File: config.mk
export PLATFORM = sky130hd
export DESIGN_NAME = decorr_sequencer
export DESIGN_NICKNAME = d
export VERILOG_FILES = /design/src/rtl/decorr_sequencer.sv
export SDC_FILE = /design/constraint.sdc
export NUM_CORES = 1
export LEC_CHECK = 0
export CAP_MARGIN = 40
export CORE_MARGIN = 1.5
export CORE_UTILIZATION = 40
export DETAILED_ROUTE_END_ITERATION = 12
export GPL_ROUTABILITY_DRIVEN = 0
export PLACE_DENSITY = 0.65
export SLEW_MARGIN = 20
export SYNTH_ARGS = -nofsm -noshare
export SYNTH_HDL_FRONTEND = slang
export SYNTH_SLANG_ARGS = --single-unit
File: constraint.sdc
create_clock -name clk -period 4.2 [get_ports clk]
set_clock_uncertainty 0.2 [all_clocks]
set_input_delay 0.42 -clock clk [delete_from_list [all_inputs] [get_ports clk]]
set_output_delay 0.42 -clock clk [all_outputs]
set_load 0.005 [all_outputs]
File: src/rtl/decorr_sequencer.sv
// decorr_sequencer
//   Counts the ones in an incoming stochastic bitstream over a window of
//   N = 2^L cycles, then regenerates a decorrelated stream of the same
//   length carrying the same number of ones. The regenerated bit for cycle
//   k is 1 iff bit-reverse_L(k) < ones, which spreads the ones evenly
//   across the window (a van der Corput style low-discrepancy sequence).
//
// Parameters
//   width     : maximum window exponent; largest window is 2^width bits
//
// Ports
//   clk       : clock, all state updates on rising edge
//   rst       : asynchronous active-high reset
//   start     : request one count+regenerate job (sampled only in IDLE)
//   win_sel   : requested window exponent, latched when start is accepted
//   abort     : synchronous cancel of the running job
//   in_bit    : input bitstream, sampled during COUNT
//   out_bit   : regenerated bitstream, valid while out_valid=1
//   out_valid : high exactly during REGEN cycles
//   busy      : high during COUNT and REGEN
//   done      : one-cycle pulse after the last REGEN cycle
//   count_out : ones count from the last completed COUNT phase
module decorr_sequencer #(
  parameter int width = 5
) (
  input  logic           clk,
  input  logic           rst,
  input  logic           start,
  input  logic [2:0]     win_sel,
  input  logic           abort,
  input  logic           in_bit,
  output logic           out_bit,
  output logic           out_valid,
  output logic           busy,
  output logic           done,
  output logic [width:0] count_out
);

  localparam int LW = $clog2(width + 1);

  typedef enum logic [1:0] {IDLE, COUNT, REGEN, DONE} state_t;

  state_t           state_reg;
  logic [LW-1:0]    l_reg;
  logic [LW-1:0]    l_next;
  logic [LW-1:0]    shift_amt;
  logic [width-1:0] index_reg;
  logic [width-1:0] last_index;
  logic [width-1:0] rev_full;
  logic [width-1:0] rev_index;
  logic [width:0]   ones_reg;
  logic [width:0]   ones_sum;
  logic [width:0]   count_reg;

  // Effective exponent: out-of-range or zero requests select the full window.
  always_comb begin
    l_next = LW'(width);
    if (win_sel != 3'd0 && int'(win_sel) <= width)
      l_next = LW'(win_sel);
  end

  // Distance between the full-width and the active window exponent.
  assign shift_amt  = LW'(width) - l_reg;
  assign last_index = {width{1'b1}} >> shift_amt;

  // Reverse all width bits of the index, then shift right so that only the
  // low L bits take part: since index < 2^L, this equals rev_L(index).
  generate
    for (genvar gi = 0; gi < width; gi++) begin : g_rev
      assign rev_full[gi] = index_reg[width-1-gi];
    end
  endgenerate

  assign rev_index = rev_full >> shift_amt;
  assign ones_sum  = ones_reg + {{width{1'b0}}, in_bit};

  // Outputs decode registered state only; no input reaches them directly.
  assign out_valid = (state_reg == REGEN);
  assign out_bit   = out_valid && ({1'b0, rev_index} < count_reg);
  assign busy      = (state_reg == COUNT) || (state_reg == REGEN);
  assign done      = (state_reg == DONE);
  assign count_out = count_reg;

  always_ff @(posedge clk or posedge rst) begin
    if (rst) begin
      state_reg <= IDLE;
      l_reg     <= LW'(width);
      index_reg <= '0;
      ones_reg  <= '0;
      count_reg <= '0;
    end else begin
      case (state_reg)
        IDLE: begin
          if (start && !abort) begin
            l_reg     <= l_next;
            ones_reg  <= '0;
            index_reg <= '0;
            state_reg <= COUNT;
          end
        end
        COUNT: begin
          // abort wins over phase completion
          if (abort) begin
            state_reg <= IDLE;
          end else begin
            ones_reg <= ones_sum;
            if (index_reg == last_index) begin
              count_reg <= ones_sum;
              index_reg <= '0;
              state_reg <= REGEN;
            end else begin
              index_reg <= index_reg + width'(1);
            end
          end
        end
        REGEN: begin
          if (abort) begin
            state_reg <= IDLE;
          end else if (index_reg == last_index) begin
            index_reg <= '0;
            state_reg <= DONE;
          end else begin
            index_reg <= index_reg + width'(1);
          end
        end
        DONE: begin
          state_reg <= IDLE;
        end
        default: begin
          state_reg <= IDLE;
        end
      endcase
    end
  end

endmodule

# Yosys cells after proc, flatten, opt, wreduce, memory -nomap -nowiden
# Index checks and enable logic that the tools add are counted.
classes:
  add_sub_neg: 3
  order_cmp: 2
  eq_ne: 9
  n_shift: 2
  n_mux: 14
  n_bitwise: 1
  n_reduce_logical: 15
ops:
  columns: ["cell", "n"]
  rows:
  - ["5-bit 2-to-1 mux", 3]
  - ["6-bit 2-to-1 mux", 2]
  - ["6-bit case mux with 2 select lines", 1]
  - ["3-bit AND reduction", 4]
  - ["2-bit 2-to-1 mux", 5]
  - ["5-bit case mux with 2 select lines", 1]
  - ["2-bit case mux with 4 select lines", 1]
  - ["6-bit by 1-bit adder with 6-bit output", 1]
  - ["5-bit by 6-bit less-than comparator with 1-bit output", 1]
  - ["2-bit != test (second input constant)", 3]
  - ["3-bit by 2-bit != test with 1-bit output (second input constant)", 2]
  - ["5-bit by 1-bit adder with 5-bit output (second input constant)", 1]
  - ["5-bit equality test", 1]
  - ["5-bit by 3-bit >> shifter with 5-bit output", 1]
  - ["5-bit by 3-bit >> shifter with 5-bit output (first input constant)", 1]
  - ["2-bit equality test (second input constant)", 2]
  - ["2-bit nonzero test", 2]
  - ["3-bit less-or-equal comparator (second input constant)", 1]
  - ["1-bit logical AND", 3]
  - ["3-bit 2-to-1 mux", 1]
  - ["3-bit nonzero test", 1]
  - ["3-bit subtractor (first input constant)", 1]
  - ["2-bit by 1-bit equality test with 1-bit output (second input constant)", 1]
  - ["2-bit logical NOT", 1]
  - ["5 further kinds", 5]
word_totals:
  reg_bits: 22
  in_bits: 8
  output_inout_bits: 10
  word_cells: 51

# Depth between registers and ports, before layout
logic_depth:
  word_depth: 6
  ltp_mapped: 10
  ltp_nobuf: 9

# Least setup slack after synthesis
# OpenSTA, ideal clock, no wires.
synth_path:
  path_kind: "flip-flop to flip-flop"
  startpoint: "register l_reg[1]"
  endpoint: "register count_reg[0] (netlist: count_out[0])"
  setup_ps: 125
  arrival_time_ps: 2529
  required_ps: 3875
  path_slack_ps: 1346
  stages_incl_launch_ff: 10
  n_path_buf: 2
  synth_period_minus_slack_ps: 2854
  cell_sequence: "dfrtp_1 -> buf_2 -> inv_1 -> ha_1 -> buf_4 -> nor3b_1 -> xnor2_1 -> o2111ai_2 -> nor4b_4 -> mux2_2"
synth_via:
  elab_chain_cells: 4
synth_rtl:
  columns: ["element", "line", "text"]
  rows:
  - ["start: declaration", "44", "logic [LW-1:0] l_reg;"]
  - ["start signal: assignment", "87", "l_reg <= LW'(width);"]
  - ["start signal: assignment", "95", "l_reg <= l_next;"]
  - ["3-bit subtractor", "63", "assign shift_amt = LW'(width) - l_reg;"]
  - ["5-bit by 3-bit >> shifter with 5-bit output", "64", "assign last_index = {width{1'b1}} >> shift_amt;"]
  - ["5-bit equality test", "107", "if (index_reg == last_index) begin"]
  - ["3-bit AND reduction (no line)", null, null]
  - ["end signal: assignment", "108", "count_reg <= ones_sum;"]
  - ["end: declaration", "53", "logic [width:0] count_reg;"]
# Every way passes these cells.
# A chain may end at the register's enable or synchronous reset.

# Worst setup path in the final report
layout_path:
  startpoint: "register l_reg[1]"
  endpoint: "output out_bit"
layout_via:
  elab_chain_cells: 4
layout_rtl:
  columns: ["element", "line", "text"]
  rows:
  - ["3-bit subtractor", "63", null]
  - ["5-bit by 3-bit >> shifter with 5-bit output", "74", "assign rev_index = rev_full >> shift_amt;"]
  - ["5-bit by 6-bit less-than comparator with 1-bit output", "79", "assign out_bit = out_valid && ({1'b0, rev_index} < count_reg);"]
  - ["1-bit logical AND", "79", null]
  - ["end: declaration", "32", "output logic out_bit,"]
# Every way passes these cells.

==> impl_metrics.json <==
{
  "cap_violations": 0,
  "ys_types": 44,
  "clkTransAtPathRegs_ns": 0.09,
  "drc_errors": 0,
  "avgSynthCellArea_um2": 9.17,
  "period_share_pct": 90.1,
  "start_util_pct": 42.6,
  "fin_nets": 210,
  "reg2reg_from": "l_reg[1]",
  "diodes": 0,
  "critPathLaunch": "l_reg[1]",
  "gr-total-overflow": 0,
  "grt_max_degree": 14,
  "wl_um": 3390,
  "grtUsageTotal_pct": 17.6,
  "max_slew_margin_pct": 58.7,
  "cts_tree": "built",
  "area_delta_synth_final_pct": 16.8,
  "synth-seq-cells": 22,
  "status": "complete, no violations",
  "placementRows": 22,
  "yosys_warnings": 0,
  "grt_pass1_wl_um": 5950,
  "ys.flop_type": "dfrtp_1",
  "insertion_delay_ns": 0.27,
  "layout-drive-gt1-share_pct": 7.45,
  "report.final.slew_viol_count": 0,
  "root_buffer": "clkbuf_8",
  "detail-route-antenna-nets": 0,
  "ioPinCount": 18,
  "post-synth-top-area-cell": "dfrtp_1",
  "min_path_type": "in -> async",
  "synth_edf_count": 0,
  "cp.required_ns": 3.58,
  "cts_resized": 0,
  "power.density_nw_per_um2": 669,
  "power.leakage_nw": 0.859,
  "post_cts_buffers": 0,
  "dp_hpwl_um": 2580,
  "critical_path_peak_fanout": 13,
  "synth_top_area_share_pct": 31.4,
  "die-height_um": 66.2,
  "ys_seq_area_share_pct": 34.7,
  "drtIter0Drc": 86,
  "final.setup.worst_slack_ns": 0.414,
  "synthesis.area_um2": 1600,
  "dr.pass1.iters": 4,
  "worstPathArrival_ns": 3.17,
  "start_kind": "flip-flop",
  "critPathCaptureType": "output port",
  "fin_setup_tns_ns": 0,
  "rsz0062_at_grt": "no",
  "setup_viol": 0,
  "die-width_um": 66.2,
  "synth_fp_nets": 195,
  "place_ws_ns": 0.717,
  "htreeDepth": 1,
  "fill_cells": 363,
  "path_class": "reg -> out",
  "antenna_found_initial": 0,
  "async_flop_share_pct": 100,
  "grt_pass1_vias": 1317,
  "hold_buffers": 0,
  "io_buffers": 17,
  "tightestPinTransition_ns": 0.613,
  "vias": 1326,
  "dieArea_um2": 4380,
  "reg2reg_depth": 7,
  "postLayoutCoreUtil_pct": 49.8,
  "clock_sinks": 22,
  "vdd_drop_max_v": 0.000296,
  "wire_per_inst_um": 14.4,
  "coreArea_um2": 3740,
  "numCtsBuffers": 3,
  "clk_path_buf_depth": 2,
  "ys_top_cells_by_area": "dfrtp_1, ha_1, mux2i_1",
  "hold_violations": 0,
  "finalWorstPathRequiredPeriod_ns": 3.79,
  "fmax_mhz": 264,
  "netlist_instances": 174,
  "viasPerCell": 5.62
}
-- routing by layer --
| layer | part of all wire, % | up-vias | GRT usage [%] |
|---|---|---|---|
| li1 | - | 646 | - |
| met1 | 48 | 634 | 24.5 |
| met4 | 1.3 | 0 | 6.63 |
| met3 | 4.3 | 5 | 2.73 |
| met2 | 46 | 41 | 27.4 |
| met5 | 0 | - | 0 |
-- cells in the mapped netlist (4+ instances only) --
library cell / n
nand2_1: 16
and3_1: 4
xnor2_1: 4
dfrtp_1: 20
a21oi_1: 4
inv_1: 14
nand3_1: 5
ha_1: 13
a22o_1: 4
xor2_1: 4
mux2_2: 4
o21ai_0: 14
nor2_1: 14
mux2i_1: 8
-- final cells by class --
class	instances	area, µm²	share of cell area [%]
Tap cell	48	60.1	3.22
Clock inverter	1	30.0	1.61
Timing Repair Buffer	18	185	9.94
Inverter	14	52.6	2.82
Clock buffer	3	41.3	2.22
Sequential cell	22	553	29.7
Multi-Input combinational cell	130	941	50.5
-- report_power, final --
part	internal, mW	switching, mW	total [mW]
Sequential	0.292	0.108	0.399
Clock	0.128	0.0770	0.205
Combinational	0.302	0.341	0.642
Total	0.721	0.525	1.25
-- per-stage QoR --
step | hold WS, ns | cell area, µm² | cells | total power [mW]
global route | 0.318 | 1860 | 236 | 1.36
finish | 0.261 | 1860 | 236 | 1.25
floorplan | 0.208 | 1600 | 174 | 0.891
CTS | 0.277 | 1860 | 236 | 1.25
global placement | 0.276 | 1780 | 231 | 1.01
detailed placement | 0.280 | 1790 | 232 | 1.04
-- kinds of logic (layout without fill, tap and decap cells) --
family | count (synthesis) | count (layout) | share of synthesized area (%)
buf+inv | 22 | 36 | 6.35
flops | 22 | 22 | 34.7
compound gates | 42 | 42 | 18.5
fa+ha+maj | 13 | 13 | 10.2
mux | 12 | 12 | 7.84
simple gates | 55 | 55 | 18.0
xor+xnor | 8 | 8 | 4.39
-- worst max-delay path: stages, from the launching register on --
cell             delay (ns)
dfrtp_1                0.56
inv_1                  0.12
ha_1                   0.53
nor2_1                 0.11
ha_1                   0.30
a21o_1                 0.18
a211o_1                0.28
a41oi_1                0.17
o31a_1                 0.15
clkdlybuf4s50_1        0.49
-- path summary, 6_finish.rpt --
kind / end / slack, ns
worst max-delay path: out_bit / 0.41
worst min-delay path: l_reg[1] / 0.26
worst max register to register: count_out[5] / 0.97
worst min register to register: l_reg[2] / 0.29
max in group asynchronous: ones_reg[3] / 3.10
min in group clk: l_reg[2] / 0.29
-- cell usage in the layout (no fill, tap or decap), drive strengths merged, types with 3 or more instances in the layout --
cell type	n
nand2	16
mux2i	8
dfrtp	20
inv	14
and3	4
mux2	4
xor2	4
nand3	5
o21ai	15
clkbuf	3
o311ai	3
nor2	14
nor2b	3
xnor2	4
ha	13
a22o	4
a21oi	4
clkdlybuf4s50	17
Note: power is estimated with default switching activity, not from simulation.
